## config.mk

```make
export PLATFORM = sky130hd
export DESIGN_NAME = fetch_ctrl
export DESIGN_NICKNAME = d
export VERILOG_FILES = /design/src/rtl/fetch_ctrl_pkg.sv /design/src/rtl/fetch_fifo.sv /design/src/rtl/fetch_ctrl.sv
export SDC_FILE = /design/constraint.sdc
export NUM_CORES = 1
export LEC_CHECK = 0
export BUFFER_PORTS_ARGS = -buffer_cell sky130_fd_sc_hd__buf_4
export CORE_MARGIN = 3
export CORE_UTILIZATION = 40
export CTS_BUF_LIST = sky130_fd_sc_hd__clkbuf_16
export CTS_CLUSTER_DIAMETER = 30
export DETAILED_ROUTE_END_ITERATION = 6
export SLEW_MARGIN = 20
export SYNTH_ARGS = -nofsm -noshare
export SYNTH_HDL_FRONTEND = slang
export SYNTH_SLANG_ARGS = --single-unit
```

## constraint.sdc

```tcl
create_clock -name clk -period 13.35 [get_ports clk]
set_input_delay 0 -clock clk [delete_from_list [all_inputs] [get_ports clk]]
set_output_delay 0 -clock clk [all_outputs]
set_load 0.005 [all_outputs]
```

## src/rtl/fetch_ctrl_pkg.sv

```systemverilog
// Shared defaults and FSM encoding for the instruction-fetch controller.
package fetch_ctrl_pkg;
  localparam int          WIDTH_DEF    = 32;
  localparam int          IMEM_LEN_DEF = 72;
  localparam int unsigned RESET_PC_DEF = 0;

  typedef enum logic {
    ST_FETCH = 1'b0,
    ST_FAULT = 1'b1
  } state_t;
endpackage

```

## src/rtl/fetch_fifo.sv

```systemverilog
// Two-entry {pc, instr} queue; entry 0 is always the head.
module fetch_fifo #(
  parameter int WIDTH = 32
) (
  input  logic             clk,
  input  logic             rst,
  input  logic             push,
  input  logic             pop,
  input  logic             flush,
  input  logic [WIDTH-1:0] in_pc,
  input  logic [WIDTH-1:0] in_instr,
  output logic [WIDTH-1:0] head_pc,
  output logic [WIDTH-1:0] head_instr,
  output logic [1:0]       count
);
  logic [WIDTH-1:0] pc0, pc1, ins0, ins1;

  always_ff @(posedge clk or posedge rst) begin
    if (rst) begin
      pc0   <= '0;
      pc1   <= '0;
      ins0  <= '0;
      ins1  <= '0;
      count <= 2'd0;
    end else if (flush) begin
      count <= 2'd0;
    end else begin
      case ({push, pop})
        2'b10: begin
          if (count == 2'd0) begin
            pc0  <= in_pc;
            ins0 <= in_instr;
          end else begin
            pc1  <= in_pc;
            ins1 <= in_instr;
          end
          count <= count + 2'd1;
        end
        2'b01: begin
          pc0   <= pc1;
          ins0  <= ins1;
          count <= count - 2'd1;
        end
        2'b11: begin
          // Count is unchanged; the new word lands behind whatever stays queued.
          if (count == 2'd1) begin
            pc0  <= in_pc;
            ins0 <= in_instr;
          end else begin
            pc0  <= pc1;
            ins0 <= ins1;
            pc1  <= in_pc;
            ins1 <= in_instr;
          end
        end
        default: ;
      endcase
    end
  end

  assign head_pc    = pc0;
  assign head_instr = ins0;
endmodule

```

## src/rtl/fetch_ctrl.sv

```systemverilog
// Sequential instruction fetch with redirect, bounds fault and a 2-deep output queue.
// Handshake: a word transfers on any rising edge where out_valid && out_ready are both 1.
module fetch_ctrl
  import fetch_ctrl_pkg::*;
#(
  parameter int               WIDTH    = WIDTH_DEF,
  parameter int               IMEM_LEN = IMEM_LEN_DEF,
  parameter logic [WIDTH-1:0] RESET_PC = WIDTH'(RESET_PC_DEF)
) (
  input  logic             clk,
  input  logic             rst,
  output logic [WIDTH-3:0] imem_add,
  input  logic [WIDTH-1:0] imem_data,
  output logic             out_valid,
  input  logic             out_ready,
  output logic [WIDTH-1:0] out_instr,
  output logic [WIDTH-1:0] out_pc,
  input  logic             redirect_valid,
  input  logic [WIDTH-1:0] redirect_pc,
  output logic             fault,
  output logic [WIDTH-1:0] fault_pc,
  output state_t           fsm_state
);
  state_t           state, state_d;
  logic [WIDTH-1:0] pc, pc_d, fault_pc_d;
  logic             push, pop, flush, in_range;
  logic [1:0]       count;
  logic [WIDTH:0]   pc_end;

  // One extra bit so the bounds check sees the carry instead of a wrapped pc.
  assign pc_end   = {1'b0, pc} + (WIDTH+1)'(4);
  assign in_range = pc_end <= (WIDTH+1)'(IMEM_LEN);

  assign imem_add  = pc[WIDTH-1:2];
  assign out_valid = (count != 2'd0) && (state == ST_FETCH);
  assign fault     = (state == ST_FAULT);
  assign fsm_state = state;

  always_comb begin
    state_d    = state;
    pc_d       = pc;
    fault_pc_d = fault_pc;
    push       = 1'b0;
    pop        = 1'b0;
    flush      = 1'b0;
    if (redirect_valid) begin
      flush = 1'b1;
      if (redirect_pc[1:0] != 2'b00) begin
        state_d    = ST_FAULT;
        fault_pc_d = redirect_pc;
      end else begin
        state_d    = ST_FETCH;
        pc_d       = redirect_pc;
        fault_pc_d = '0;
      end
    end else if (state == ST_FETCH) begin
      pop = out_valid && out_ready;
      if ((count < 2'd2) || pop) begin
        if (in_range) begin
          push = 1'b1;
          pc_d = pc + WIDTH'(4);
        end else if (count == 2'd0) begin
          // Out of range: let queued words drain before halting.
          state_d    = ST_FAULT;
          fault_pc_d = pc;
        end
      end
    end
  end

  always_ff @(posedge clk or posedge rst) begin
    if (rst) begin
      state    <= ST_FETCH;
      pc       <= RESET_PC;
      fault_pc <= '0;
    end else begin
      state    <= state_d;
      pc       <= pc_d;
      fault_pc <= fault_pc_d;
    end
  end

  fetch_fifo #(.WIDTH(WIDTH)) u_fifo (
    .clk        (clk),
    .rst        (rst),
    .push       (push),
    .pop        (pop),
    .flush      (flush),
    .in_pc      (pc),
    .in_instr   (imem_data),
    .head_pc    (out_pc),
    .head_instr (out_instr),
    .count      (count)
  );
endmodule

```

==> Word level (Yosys, flattened, before mapping) <==
Cells that the tools add are included.
{ "totals": {"ff_bits": 195, "inputBits": 68, "out_inout_bits": 129, "elab_cells": 79} }
{ "op_classes": {"addsub": 4, "n_lt_le_gt_ge": 2, "n_eq_ne": 10, "n_mux": 37, "bitwise_logic": 2, "reduce_logical": 16} }
{ "ops": {"columns": ["cell", "n"], "rows": [
  ["$mux 32", 18],
  ["$pmux 32 s3", 2],
  ["$pmux 32 s2", 2],
  ["$add 32x3->33 const B", 1],
  ["$le 33x7->1 const B", 1],
  ["$add 32x3->32 const B", 1],
  ["$mux 1", 13],
  ["$ne 2x2->1 const B", 6],
  ["$reduce_and 4->1", 3],
  ["$reduce_bool 2->1", 6],
  ["$reduce_bool 3->1", 2],
  ["$eq 2x1->1 const B", 2],
  ["$eq 2x2->1 const B", 2],
  ["$pmux 2 s2", 1],
  ["$reduce_and 3->1", 1],
  ["$add 2x1->2 const B", 1],
  ["$logic_and 1x1->1", 2],
  ["$logic_not 2->1", 1],
  ["$lt 2x2->1 const B", 1],
  ["$mux 2", 1],
  ["$not 1->1", 2],
  ["$sub 2x1->2 const B", 1],
  ["$logic_or 1x1->1", 1]
]} }

==> Logic depth before layout (Yosys ltp) <==
Gate-level depths: netlist of the first run.
{ "logic_depth": {"depth_word": 10, "ltp_mapped": 13, "depth_no_buf": 11} }

==> By module <==
From an unflattened synthesis of the first run, not the netlist that was laid out.
{ "hier_totals": {"hier_cells": 831, "hier_area_um2": 10466.3} }
{ "by_module_without_submodules": {"columns": ["module", "instances", "cells_each", "area_per_inst_um2", "seq_area_each_um2"], "rows": [
  ["fetch_fifo", 1, 363, 6193.4, 3253.1],
  ["fetch_ctrl", 1, 468, 4272.8, 1626.6]
]} }

==> Least setup slack after synthesis of the first run <==
OpenSTA, ideal clock, no wires.
{ "synth_path": {"path_kind": "reg2reg", "startpoint": "reg pc[2]", "endpoint": "reg u_fifo.ins1[10]", "setup_ps": 125, "arrival_time_ps": 3384, "t_required_ps": 13225, "slack_ps": 9841, "path_stages_with_launch": 14, "n_path_buf": 3, "synth_period_minus_slack_ps": 3509, "path_cell_list": "dfrtp_1 ha_1 and3_1 buf_2 or3_1 nand2_1 a41oi_1 or4_4 nor4_4 and3_1 nand2b_1 buf_4 buf_6 mux2_4"} }
{ "synth_via": {"elab_chain_len": 9, "elab_cells_between_ends": 13, "classes_between": "1 x add/sub; 1 x order compare; 4 x eq/ne; 5 x mux; 2 x reduce/logical"} }
{ "synth_rtl": {"columns": ["item", "line", "text"], "rows": [
  ["start, declared", "fetch_ctrl.sv:25", "logic [WIDTH-1:0] pc, pc_d, fault_pc_d;"],
  ["start signal, assigned", "fetch_ctrl.sv:78", "pc <= pc_d;"],
  ["$add 32x3->33 (*)", "fetch_ctrl.sv:31", "assign pc_end = {1'b0, pc} + (WIDTH+1)'(4);"],
  ["$le 33x7->1 (*)", "fetch_ctrl.sv:32", "assign in_range = pc_end <= (WIDTH+1)'(IMEM_LEN);"],
  ["$mux 1 (*)", "fetch_ctrl.sv:59", "if (in_range) begin"],
  ["$mux 1 (*)", "fetch_ctrl.sv:58", "if ((count < 2'd2) || pop) begin"],
  ["$mux 1 (*)", "fetch_ctrl.sv:56", "end else if (state == ST_FETCH) begin"],
  ["$mux 1 (*)", "fetch_ctrl.sv:46", "if (redirect_valid) begin"],
  ["$eq 2x2->1", "fetch_fifo.sv:28", "case ({push, pop})"],
  ["$ne 2x2->1 (no source line) / $reduce_bool 2->1 (equally long branches)", null, null],
  ["$reduce_and 4->1 (no source line)", null, null],
  ["end signal, assigned", "fetch_fifo.sv:35", "ins1 <= in_instr;"],
  ["end signal, assigned", "fetch_fifo.sv:53", "ins1 <= in_instr;"],
  ["end, declared", "fetch_fifo.sv:16", "logic [WIDTH-1:0] pc0, pc1, ins0, ins1;"]
]} }
Mark *: on every way between the ends. The rest lies on a longest branch, timed or not.
A chain may end at the register's enable or synchronous reset.

==> Worst setup path in the final report of the first run <==
{ "layout_path": {"startpoint": "reg pc[2]", "endpoint": "reg fault_pc[11]"} }
{ "layout_via": {"elab_chain_len": 4} }
{ "layout_rtl": {"columns": ["item", "line", "text"], "rows": [
  ["$add 32x3->33", "fetch_ctrl.sv:31", null],
  ["$le 33x7->1", "fetch_ctrl.sv:32", null],
  ["$ne 2x2->1 (no source line)", null, null],
  ["$reduce_and 4->1 (no source line)", null, null],
  ["end signal, assigned", "fetch_ctrl.sv:79", "fault_pc <= fault_pc_d;"],
  ["end, declared", "fetch_ctrl.sv:21", "output logic [WIDTH-1:0] fault_pc,"]
]} }
Every way passes these cells.

==> run metrics, run 1 <==
detailed placer's ending HPWL=14.92 mm; remaining antenna violation count=0; Resized cells post-CTS=0; crit path max-delay cell type=nor2_2; GPL Wtd Cong=0.8614; Synth Warn #=0; Final Skew=0.009587 ns; ANT cells=0; Cell Area, Placed=10340 um^2; Final Worst Setup Slack=8.969 ns; root buf cell=clkbuf_16; Min Clock Period, post-route=4.381 ns; Rows=53; worst reg2reg path startpoint=pc[2]$_DFFE_PP0N_; R2R depth=10; leak pwr=5.886 nW; Syn Inst Count=747; GR Overflow Total=0; Max Fanout on Critical Path=25; largest net degree at the start of global routing=113; Cell Area, Synth=8876 um^2; CTS Sinks=195; min-delay worst type=in -> async; ordered list of cells on the worst path=ha_1 > and3_1 > nand4_1 > nor2_1 > a22oi_1 > or4_4 > nor4_4 > a31oi_2 > nor2_2 > a21o_1; Initial Util=41.44%; Vias/cell=5.198; final period utilization=32.82%; r2r endpoint=fault_pc[11]$_DFFE_PP0P_; RSZ-0062 raised after global routing=no; DRT Wirelength=22.38 mm; critical path capture point type=flop; number of synthesized register bits=195; Worst Path Required=13.72 ns; gr usage total=18.84%; DR DRC count=0; CTS Hold Bufs=72; initial antenna violation count=0; maximum clock frequency=0.2283 GHz; ratio of cells with drive above 1 in the final layout=32.31%; first-pass GRT wire length=36.40 mm; CTS buffer count=17; slew margin rel.=27.42%; PD cells=117.1 nW/um^2; Top FF cell, synth=dfrtp_1; CTS tree=yes; r2r setup slk=8.97 ns; final hold violations=0; wire per inst=17.82 um; sequential fraction of the synthesis area=54.98%; fin area=11640 um^2; # IOs=197; chip height=155.0 um; most frequent cells in the layout=202 x buf_4, 195 x dfrtp_1, 72 x dlygate4sd3_1, 64 x nor2_1, 52 x a22o_1; status=complete, no violations; port bufs=196; commonest non-fill, non-tap cell in the layout=buf_4; syn nets=819; Post-synth EDFFs=0; max-cap check violation count=0; crit-path max cell delay=0.93 ns; Final nets=1040; die width=155.0 um; vias in the first global route=6747; core area=21420 um^2; 1st-iter DRT viols=361; synthesized area per cell=11.88 um^2; Pins Over Slew Limit=0; Die Area=24010 um^2; CTS max path bufs=2; crit start category=flop; setup TNS=0 ns; CP Class=reg -> reg; Post-CTS Setup Bufs=0; VDD IR max=82.62 uV; Setup Viol. Count Final=0; Clock Pin Slew Worst Setup and Hold Paths=0.07 ns; Arr. time, crit path=4.75 ns; Worst Path Buf+Inv=0; async set-reset flop share out of synthesis=100.0%; drt pass-1 iters=5; via count=6529; Worst-Skew Late Latency=0.43 ns; Top Family by Delay on Critical Path=simple AND/OR/NAND/NOR gates; pre-CTS setup slack=9.012 ns; H-tree levels=4; Least-Margin Pin Slew=1.087 ns; Yosys cell types=55; Area growth, synth to finish=31.20%
==> per-stage QoR <==
| stage | utilization [%] | hold slack (ns) | power, mW | instances |
|---|---|---|---|---|
| floorplan | - | 0.1168 | 0.7698 | 747 |
| global placement | 48.26 | 0.2129 | 0.8430 | 1152 |
| detailed placement | 48.28 | 0.2061 | 0.8448 | 1152 |
| CTS | 54.35 | 0.2939 | 1.380 | 1256 |
| global route | 54.37 | 0.3281 | 1.429 | 1256 |
| finish | 54.37 | 0.2669 | 1.363 | 1256 |
==> tightest hold or removal path, stage by stage <==
cell and delay (ns):
dlygate4sd3_1 0.54, buf_4 0.15, inv_8 0.52
==> flip-flops by register name, summed over array words and instances (netlist names) <==
signal and count:
fault 1, fault_pc 32, pc 32, u_fifo.count 2
u_fifo.head_instr 32, u_fifo.head_pc 32, u_fifo.ins1 32, u_fifo.pc1 32
==> cell families (layout without fill, tap and decap cells) <==
family	count (synthesis)	count (layout)	synth area share, %
DFF	195	195	54.98
and+or+nand+nor	193	193	11.05
AOI/OAI and AO/OA	162	162	14.11
muxes	95	95	12.86
buffers and inverters	91	325	5.751
xor gates and xnor gates	7	7	0.6907
adders and majority gates	4	4	0.5639
==> routing by layer <==
| metal | GRT usage, % | share of wire (%) | up-vias |
|---|---|---|---|
| met1 | 26.05 | 45 | 3227 |
| met5 | 0 | 0 | - |
| met2 | 29.30 | 47 | 173 |
| li1 | - | - | 3103 |
| met3 | 4.896 | 6.3 | 26 |
| met4 | 5.719 | 1.7 | 0 |
==> how the worst max path moves through the flow <==
stage | from | end | slack (ns) | cells after the start
after detailed placement | pc[2]$_DFFE_PP0N_ | fault_pc[11]$_DFFE_PP0P_ | 9.01 | 10
after global placement | pc[2]$_DFFE_PP0N_ | u_fifo.ins1[31]$_DFFE_PP0P_ | 9.11 | 10
final | pc[2]$_DFFE_PP0N_ | fault_pc[11]$_DFFE_PP0P_ | 8.97 | 10
after global routing | pc[2]$_DFFE_PP0N_ | fault_pc[13]$_DFFE_PP0P_ | 8.67 | 10
after floorplan | rst | fault$_DFF_PP0_ | 8.04 | 1
after CTS | pc[2]$_DFFE_PP0N_ | fault_pc[11]$_DFFE_PP0P_ | 9.00 | 10
==> cells in the mapped netlist (all sizes together) (2+ instances only) <==
library cell  number  area, um^2
buf               47       345.3
xor2               3       26.28
a21o              27       202.7
a211oi             7       52.55
or3                2       12.51
dfrtp            195        4880
a311oi             2       17.52
a22o              52       455.4
mux2i             33       330.3
nand3             12       60.06
nor2              68       257.8
nand4              6       37.54
inv               17       63.81
nor2b              3       18.77
mux2              62       810.8
o21ai             16       80.08
a41oi              2       17.52
and3               8       50.05
clkbuf            26       97.59
nor3b              5       37.54
nand2             34       127.6
nor3              10       50.05
and4               7       61.31
a21oi             25       125.1
xnor2              4       35.03
o221a             12       135.1
nand2b             5       31.28
and2              28       175.2
o22a               2       17.52
ha                 4       50.05
a31oi              4       31.28
a211o              2       17.52
==> where the power goes <==
| group | total [mW] | switching [mW] | leakage [nW] | internal [mW] |
|---|---|---|---|---|
| logic | 0.186 | 0.0800 | 3.01 | 0.106 |
| clock network | 0.512 | 0.234 | 0.284 | 0.278 |
| registers | 0.665 | 0.0453 | 2.59 | 0.619 |
| total | 1.36 | 0.359 | 5.89 | 1.00 |
==> area by class of cell <==
class | instances | area, um^2
multi-input cells | 461 | 3518
inverters | 18 | 75.07
flip-flops and latches | 195 | 4880
clock inverters | 15 | 153.9
repair buffers | 275 | 2248
clock buffers | 17 | 425.4
well taps | 275 | 344.1
fillers | 1869 | 9774
Note: power is estimated with default switching activity, not from simulation.
==> run 2: changes to the inputs <==
- ABC_AREA: unset -> 1
- clock period: 13.35 -> 4.1 ns (I/O delays scaled with it)
==> run metrics, run 2 <==
Yosys cell types=31; DRT Wirelength=33.12 mm; # IOs=197; ANT cells=0; CTS max path bufs=2; ordered list of cells on the worst path=ha_1 > nand2_1 > nor2_2 > nand3_2 > inv_2 > nand2_1 > nand2_1 > nand2_1 > nor2_1 > nand2_1 > nor3_4 > buf_4 > nand2_2 > buf_4 > nand4_1 > nand4_1 > dlygate4sd3_1; crit-path max cell delay=0.56 ns; Final nets=1763; core area=26350 um^2; Die Area=29170 um^2; slew margin rel.=32.82%; fin area=13600 um^2; crit start category=flop; ratio of cells with drive above 1 in the final layout=16.14%; Placed Cells=1942; number of synthesized register bits=195; Min Clock Period, post-route=3.757 ns; Worst-Skew Late Latency=0.45 ns; final core area utilization=51.59%; min-delay worst type=in -> reg; drt pass-1 iters=5; Setup Viol. Count Final=0; CTS buffer count=17; Initial Util=41.22%; first-pass GRT wire length=53.03 mm; Final Worst Setup Slack=0.3426 ns; Yosys top cell by area=dfrtp_1; max-cap check violation count=0; root buf cell=clkbuf_16; hold slack=0.03503 ns; CP Class=reg -> reg; async set-reset flop share out of synthesis=100.0%; Synth top area share=44.92%; synthesized area per cell=7.208 um^2; CTS Hold Bufs=65; most common cell in the netlist=nand2_1; VDD IR max=273.1 uV; Cell Area, Placed=12360 um^2; Psw=2.231 mW; Rows=59; PD cells=465.0 nW/um^2; Logic pwr share=31.8%; DR DRC count=0; Area growth, synth to finish=25.17%; r2r setup slk=0.34 ns; Synth top cells by count=474 x nand2_1, 195 x dfrtp_1, 156 x nor2_1; # fillers=2574; most used cell, CP=nand2_1; Synth area leaders=dfrtp_1 45%, nand2_1 16%, nand3_1 5.9%; chip height=170.8 um; Pins Over Slew Limit=0; 1st-iter DRT viols=807; Worst Path Required=4.43 ns; final period utilization=91.64%; Resized cells post-CTS=0; final non-filler cell total=2039; critical path capture point type=flop; Total Power=6.322 mW; port bufs=196; Least-Margin Pin Slew=1.008 ns; Max Fanout on Critical Path=26; remaining antenna violation count=0; final hold violations=0; Clock Pin Slew Worst Setup and Hold Paths=0.08 ns; pre-CTS setup slack=0.6660 ns; H-tree levels=4; cell internal pwr=4.091 mW; switch share=35.29%; setup TNS=0 ns; crit path max-delay cell type=dlygate4sd3_1; Worst Path Buf+Inv=4; die width=170.8 um; wire per inst=16.24 um; RSZ-0062 raised after global routing=no; status=complete, no violations; Syn Inst Count=1507; gr usage total=22.65%; maximum clock frequency=0.2661 GHz; Post-CTS Setup Bufs=0; sequential fraction of the synthesis area=44.92%; CTS tree=yes; via count=10440; most frequent cells in the layout=474 x nand2_1, 215 x buf_4, 195 x dfrtp_1, 155 x nor2_1, 128 x nand3_1; sequential power share=41.5%; clock share of power=26.7%; vias in the first global route=9983; syn nets=1579; initial antenna violation count=0; Post-synth EDFFs=0; Synth Warn #=0; commonest non-fill, non-tap cell in the layout=nand2_1; CTS Sinks=195; Arr. time, crit path=4.08 ns; Final Skew=0.02008 ns; detailed placer's ending HPWL=22.35 mm; Vias/cell=5.119; GR Overflow Total=0; Top Family by Delay on Critical Path=simple AND/OR/NAND/NOR gates; GPL Wtd Cong=0.8908; largest net degree at the start of global routing=78; Top FF cell, synth=dfrtp_1; leak pwr=6.911 nW; Cell Area, Synth=10860 um^2
run 2: worst paths after layout:
check	cells after the start	from	endpoint
min reg2reg	2	u_fifo.head_instr[14]$_DFFE_PP0P_	u_fifo.head_instr[14]$_DFFE_PP0P_
max reg2reg	17	pc[3]$_DFFE_PP0N_	fault$_DFF_PP0_
max	17	pc[3]$_DFFE_PP0N_	fault$_DFF_PP0_
min	4	redirect_pc[1]	fault_pc[1]$_DFFE_PP0P_
max in group asynchronous	4	rst	u_fifo.pc1[4]$_DFFE_PP0P_
min in group asynchronous	3	rst	u_fifo.ins1[30]$_DFFE_PP0P_
run 2: logic make-up after synthesis:
group / share of synthesized area (%)
compound gates: 13.19
xor+xnor: 0.3226
fa+ha+maj: 0.4607
buf+inv: 9.848
flops: 44.92
simple gates: 31.26
run 2: power by group through the flow:
stage	clock (mW)	sequential, mW	combinational [mW]
floorplan	0	2.59	1.10
global placement	0	2.66	1.95
detailed placement	0	2.66	1.97
CTS	1.72	2.63	2.03
global route	1.79	2.68	2.26
finish	1.69	2.63	2.01
run 2: layer usage:
layer	wire length (um)	vias up	share of wire, %	track usage (%)
li1	-	5173	-	-
met2	15990	295	48	38.08
met3	1598	44	4.8	3.489
met4	679	0	2.0	6.949
met5	0	-	0	0
met1	14860	4926	45	30.25
run 2: cell type report:
class	instances	area (um^2)	area share, %
Clock inverter	15	156.4	1.150
Multi-Input combinational cell	1072	4946	36.38
Clock buffer	17	425.4	3.129
Timing Repair Buffer	282	2305	16.95
Inverter	123	465.4	3.423
Tap cell	335	419.2	3.083
Sequential cell	195	4880	35.89
run 2: tightest hold or removal path, stage by stage:
cell     delay (ns)
buf_4          0.09
nand2_1        0.10
o21a_1         0.12
o21ai_0        0.13
